$ cat config.mk
export PLATFORM = sky130hd
export DESIGN_NAME = count_sequencer
export DESIGN_NICKNAME = d
export VERILOG_FILES = /design/src/rtl/count_sequencer.sv
export SDC_FILE = /design/constraint.sdc
export NUM_CORES = 1
export LEC_CHECK = 0
export ABC_AREA = 1
export BUFFER_PORTS_ARGS = -buffer_cell sky130_fd_sc_hd__buf_4
export CORE_ASPECT_RATIO = 1.75
export CORE_UTILIZATION = 54
export CTS_CLUSTER_DIAMETER = 80
export DETAILED_ROUTE_END_ITERATION = 10
export PLACE_DENSITY = 0.78
export SLEW_MARGIN = 20
export SYNTH_ARGS = -nofsm -noshare
export SYNTH_HDL_FRONTEND = slang
export SYNTH_SLANG_ARGS = --single-unit
export TNS_END_PERCENT = 100
$ cat constraint.sdc
create_clock -name div_clk -period 1.9 [get_ports div_clk]
set_input_delay 0.095 -clock div_clk [delete_from_list [all_inputs] [get_ports div_clk]]
set_output_delay 0.095 -clock div_clk [all_outputs]
set_load 0.005 [all_outputs]
$ cat src/rtl/count_sequencer.sv
// Run controller for the LED counter in the divided-clock domain: latches direction and limit
// on a start edge, steps led once per div_clk until the target, with pause/abort/auto-reload.
//
// state   | meaning
// --------+-----------------------------------------------------------
// S_IDLE  | waiting for a start rising edge; led holds (abort clears it)
// S_COUNT | stepping led toward the target once per edge
// S_PAUSE | led held while pause is high
// S_DONE  | one-cycle completion marker; reload or return to idle
module count_sequencer #(
  parameter int WIDTH       = 4,
  parameter bit AUTO_RELOAD = 1'b0,
  parameter int RUNS_W      = 8
) (
  input  logic              div_clk,
  input  logic              rst,
  input  logic              start,
  input  logic              pause,
  input  logic              abort,
  input  logic              dir_up,
  input  logic [WIDTH-1:0]  limit,
  output logic [WIDTH-1:0]  led,
  output logic              busy,
  output logic              done,
  output logic [RUNS_W-1:0] runs
);

  typedef enum logic [1:0] {
    S_IDLE  = 2'd0,
    S_COUNT = 2'd1,
    S_PAUSE = 2'd2,
    S_DONE  = 2'd3
  } state_t;

  state_t              state_q, state_d;
  logic [WIDTH-1:0]    led_q, led_d;
  logic [WIDTH-1:0]    lim_q, lim_d;
  logic                dir_q, dir_d;
  logic                start_q, start_d;
  logic [RUNS_W-1:0]   runs_q, runs_d;
  logic [WIDTH-1:0]    tgt;
  logic                start_rise;

  assign start_d    = start;
  assign start_rise = start & ~start_q;
  assign tgt        = dir_q ? lim_q : '0;

  always_ff @(posedge div_clk or posedge rst) begin
    if (rst) begin
      state_q <= S_IDLE;
      led_q   <= '0;
      lim_q   <= '0;
      dir_q   <= 1'b0;
      start_q <= 1'b0;
      runs_q  <= '0;
    end else begin
      state_q <= state_d;
      led_q   <= led_d;
      lim_q   <= lim_d;
      dir_q   <= dir_d;
      start_q <= start_d;
      runs_q  <= runs_d;
    end
  end

  // Priority everywhere: abort > pause > terminal > step.
  always_comb begin
    state_d = state_q;
    led_d   = led_q;
    lim_d   = lim_q;
    dir_d   = dir_q;
    runs_d  = runs_q;
    case (state_q)
      S_IDLE: begin
        if (abort) begin
          led_d = '0;
        end else if (start_rise) begin
          dir_d   = dir_up;
          lim_d   = limit;
          led_d   = dir_up ? '0 : limit;
          state_d = S_COUNT;
        end
      end
      S_COUNT: begin
        if (abort) begin
          led_d   = '0;
          state_d = S_IDLE;
        end else if (pause) begin
          state_d = S_PAUSE;
        end else if (led_q == tgt) begin
          runs_d  = runs_q + RUNS_W'(1);
          state_d = S_DONE;
        end else begin
          led_d = dir_q ? led_q + WIDTH'(1) : led_q - WIDTH'(1);
        end
      end
      S_PAUSE: begin
        if (abort) begin
          led_d   = '0;
          state_d = S_IDLE;
        end else if (!pause) begin
          state_d = S_COUNT;
        end
      end
      S_DONE: begin
        if (abort) begin
          led_d   = '0;
          state_d = S_IDLE;
        end else if (AUTO_RELOAD) begin
          led_d   = dir_q ? '0 : lim_q;
          state_d = S_COUNT;
        end else begin
          state_d = S_IDLE;
        end
      end
      default: begin
        led_d   = '0;
        state_d = S_IDLE;
      end
    endcase
  end

  always_comb begin
    busy = (state_q != S_IDLE);
    done = (state_q == S_DONE);
  end

  assign led  = led_q;
  assign runs = runs_q;

endmodule
Word-level counts from Yosys, hierarchy flattened --
Index checks and enable logic that the tools add are counted.
Cells by class: $add $sub $neg 3, eq/ne operators 12, muxes and demuxes 18, bitwise operators 4, reduce and logical (&&, ||, !) cells 7
Operator list (number):
- two-way mux 4 bit | 9
- two-way mux 2 bit | 7
- != test 3 bit, second input constant | 4
- one-hot mux 4 bit (3 select lines) | 1
- AND reduction 4 bit | 3
- adder 8 x 1 -> 8 bit, second input constant | 1
- one-hot mux 2 bit (4 select lines) | 1
- adder 4 x 1 -> 4 bit, second input constant | 1
- == test 2 bit, second input constant | 2
- == test 4 bit | 1
- != test 2 bit, second input constant | 2
- != test 4 bit, second input constant | 1
- subtractor 4 x 1 -> 4 bit, second input constant | 1
- inverter 1 bit | 3
- AND reduction 3 bit | 1
- == test 2 x 1 -> 1 bit, second input constant | 1
- zero test 2 bit | 1
- != test 2 x 1 -> 1 bit, second input constant | 1
- nonzero test 2 bit | 1
- OR reduction 2 bit | 1
- bitwise AND 1 bit | 1
Word-level totals: register bits 20

Longest topological paths before layout --
depth in word-level cells 6, mapped depth 11, mapped depth without buffers 10

Worst setup path after synthesis --
No wires, ideal clock.
kind reg2reg, from reg dir_q, to reg led_q[3], in the netlist led[3], arrival 1.364 ns, required time 1.783 ns, setup slack 0.419 ns, cell stages (with the launch flop) 10, cells stage by stage dfrtp_1 buf_6 inv_1 ha_1 a21oi_1 nand3_1 nand3_1 nand2_1 nand3_1 nand2_1
On the way: word-level cells in the longest chain between the ends 5, elaborated cells on any way between the ends 9, classes of those cells eq/ne: 2; mux: 6; reduce/logical: 1
RTL lines:
- start, declared | RTL line 38 | logic dir_q, dir_d;
- start signal, assigned | RTL line 60 | dir_q <= dir_d;
- two-way mux 4 bit | RTL line 94 | led_d = dir_q ? led_q + WIDTH'(1) : led_q - WIDTH'(1);
- two-way mux 4 bit | RTL line 90 | end else if (led_q == tgt) begin
- two-way mux 4 bit | RTL line 88 | end else if (pause) begin
- two-way mux 4 bit | RTL line 85 | if (abort) begin
- one-hot mux 4 bit (3 select lines) | RTL line 73 | case (state_q)
- end signal, assigned | RTL line 58 | led_q <= led_d;
- end, declared | RTL line 36 | logic [WIDTH-1:0] led_q, led_d;
Several ways; a longest one is shown, not always the timed one. The select of a mux whose other input is x is not followed. A chain may end at the register's enable or synchronous reset.

Worst setup path in the final report --
from reg led_q[0], in the netlist led[0], to reg led_q[2], in the netlist led[2]
On the way: word-level cells in the longest chain between the ends 6, elaborated cells on any way between the ends 10, classes of those cells add/sub: 2; eq/ne: 2; mux: 5; reduce/logical: 1
RTL lines (RTL line):
- subtractor 4 x 1 -> 4 bit / adder 4 x 1 -> 4 bit (equally long branches) | 94
- two-way mux 4 bit | 94
- two-way mux 4 bit | 90
- two-way mux 4 bit | 88
- two-way mux 4 bit | 85
- one-hot mux 4 bit (3 select lines) | 73
Several ways; a longest one is shown, not always the timed one. The select of a mux whose other input is x is not followed.

==> flow_metrics.env <==
export IMPL_fillers=198
export IMPL_multi_input_area_um2=682
export IMPL_synth_top_family_by_area="simple AND/OR/NAND/NOR gates"
export IMPL_vias=1133
export IMPL_p_total_w=0.00215
export IMPL_final_cell_mix="nand2_1 (49), buf_4 (24), inv_1 (22), dfrtp_1 (20), nand3_1 (16)"
export IMPL_dp_slack_ns=0.412
export IMPL_core_um2=2270
export IMPL_ctsHoldBuffers=1
export IMPL_gp_congestion=0.932
export IMPL_cp_startpoint="led[0]"
export IMPL_die_h_um=66.5
export IMPL_crit_chain="inv_1 -> fa_1 -> xor2_1 -> o21ai_0 -> nand3_1 -> nand2_1"
export IMPL_routed_wl_mm=2.92
export IMPL_grt_ovfl_total=0
export IMPL_cap_violations=0
export IMPL_seqCellArea_um2=500
export IMPL_drt_vias_per_instance=5.32
export IMPL_remaining_drc_errors=0
export IMPL_drt_initial_drc_count=30
export IMPL_synth_edff_count=0
export IMPL_drive_gt1_share_pct=24.5
export IMPL_hold_viol_final=20
export IMPL_finalHoldWorstSlack_ns=-0.0236
export IMPL_avgRoutedWirePerCell_um=13.7
export IMPL_synthesis_area_um2=1280
export IMPL_worstMarginPinSlew_ns=0.767
export IMPL_clock_sinks=20
export IMPL_ys_seq_elements=20
export IMPL_ioPinCount=24
export IMPL_syn_avg_cell_area_um2=7.98
export IMPL_async_reset_ff_share_pct=100
export IMPL_p_per_area_nw_per_um2=1400
export IMPL_crit_path_start_kind="register"
export IMPL_tns_ns=0
export IMPL_final_common_cell="nand2_1"
export IMPL_tritoncts="yes"
export IMPL_p_leak_nw=0.808
export IMPL_status="complete, but fails checks"
export IMPL_grt_pass1_wl_mm=4.86
export IMPL_num_antenna_cells=0
export IMPL_numCtsBuffers=3
export IMPL_fin_ws_ns=0.394
export IMPL_area_growth_pct=19.6
export IMPL_clk_pin_slew_ns=0.07
export IMPL_finalCriticalPeriod_ns=1.51
export IMPL_cp_max_fo=6
export IMPL_cts_root_buffer="clkbuf_8"
export IMPL_grt_use_total_pct=27.0
export IMPL_synth_fp_nets=175
export IMPL_max_vdd_ir_drop_mv=0.909
export IMPL_yosys_area_top_type_share_pct=38.9
export IMPL_yosys_area_top_type="dfrtp_1"
export IMPL_fmax_mhz=664
export IMPL_hold_class="in2async"
export IMPL_clock_latency_ns=0.26
export IMPL_clock_path_buffers=2
export IMPL_rsz0062_at_grt="false"
export IMPL_synth_area_top_cells="dfrtp_1 (39%), nand2_1 (14%), inv_1 (6.4%)"
export IMPL_portBuffers=23
export IMPL_grt_max_degree=21
export IMPL_max_stage_delay_ns=0.45
export IMPL_timing_rr_start="led[0]"
export IMPL_synth_flop_cell="dfrtp_1"
export IMPL_rows=23
export IMPL_fin_crit_sh_pct=79.3
export IMPL_critPathKind="reg2reg"
export IMPL_finalSetupViolations=0
export IMPL_post_cts_setup_buffer_count=0
export IMPL_endpoint_kind="register"
export IMPL_ys_warn_count=0
export IMPL_initial_core_util_pct=56.5
export IMPL_hpwl_mm=2.32
export IMPL_finClkSkew_ns=0.00480
export IMPL_dr_pass1_iters=5
export IMPL_dieArea_um2=2590
export IMPL_ant_nets=0
export IMPL_synthAdderAreaFrac_pct=4.48
export IMPL_syn_inst=161
export IMPL_cp_slowest_cell="fa_1"
export IMPL_crit_required_ns=2.10
export IMPL_slew_headroom_pct=48.8
export IMPL_die_w_um=38.9
export IMPL_synthXorXnorAreaFrac_pct=3.41
export IMPL_synth_compound_area_share_pct=4.48
export IMPL_final_net_count=204
export IMPL_synth_mux_area_share_pct=3.51
export IMPL_cp_data_arrival_time_ns=1.71
export IMPL_antenna_found_initial=0
export IMPL_seq_area_frac_synth_pct=38.9
export IMPL_grt_pass1_vias=1156
export IMPL_yosys_area_share_simple_pct=37.2
export IMPL_cts_resized=0
export IMPL_violations="negative hold slack"
export IMPL_drv_slew=0
export IMPL_htreeDepth=1
export IMPL_yosysUniqueCellTypes=25
-- flip-flops by register name (all words and copies together) (netlist names) --
name,count
runs,8
state_q,2
start_q,1
lim_q,4
led,4
dir_q,1
-- layer usage --
layer / track usage, % / wire length [um]
met4: 15.1 / 89
met1: 26.4 / 1070
met2: 50.6 / 1700
met5: 0 / 0
met3: 2.67 / 64
-- per-stage QoR --
stage	hold WS, ns	instances	instance area (um2)	util (%)
2_1_floorplan	0.0588	161	1280	-
3_3_place_gp	0.214	209	1490	65.3
3_5_place_dp	0.215	209	1490	65.3
4_1_cts	0.0161	213	1540	67.6
5_1_grt	0.0549	213	1540	67.6
6_report	-0.0236	213	1540	67.6
-- worst max-delay path, delay by kind of cell, from the launching register on --
family,cells,cell delay (ns)
DFF,1,0.44
xor gates and xnor gates,1,0.15
and+or+nand+nor,2,0.18
AOI/OAI and AO/OA,1,0.14
adders and majority gates,1,0.45
buffers and inverters,1,0.11
-- power by group --
part | internal, W | total [W] | switching [W] | leakage (nW)
sequential | 0.000574 | 0.000740 | 0.000166 | 0.255
combinational | 0.000485 | 0.00113 | 0.000642 | 0.531
clock | 0.000141 | 0.000279 | 0.000138 | 0.0216
total | 0.00120 | 0.00215 | 0.000946 | 0.808
-- cells by family after synthesis --
group / after synthesis
muxes: 4
AOI/OAI and AO/OA: 11
and+or+nand+nor: 93
DFF: 20
buffers and inverters: 24
xor gates and xnor gates: 5
adders and majority gates: 4
-- cells in the mapped netlist (2+ instances only) --
library cell	n
nand2_2	5
o21ai_1	2
nand4_1	3
nand2_1	49
dfrtp_1	20
mux2_2	4
xnor2_1	2
inv_1	22
xor2_1	3
nor2_1	7
nor3_1	3
nor2_4	3
ha_1	3
o21ai_0	4
nand3_1	16
nand2_4	3
a21oi_1	4
-- final timing paths --
kind                             to  slack, ns  cells past startpoint
min reg2reg                 runs[2]       0.54                      2
max reg2reg                  led[2]       0.39                      6
min                          led[0]      -0.02                      2
min in group div_clk       lim_q[3]       0.09                      2
max in group asynchronous     dir_q       1.45                      2
max                          led[2]       0.39                      6
-- final cells by class --
cell class | count | share of cell area (%)
flip-flops and latches | 20 | 32.6
inverters | 23 | 5.94
repair buffers | 25 | 12.4
well taps | 25 | 2.04
multi-input cells | 117 | 44.4
clock buffers | 3 | 2.69
(Power assumes the default switching activity.)
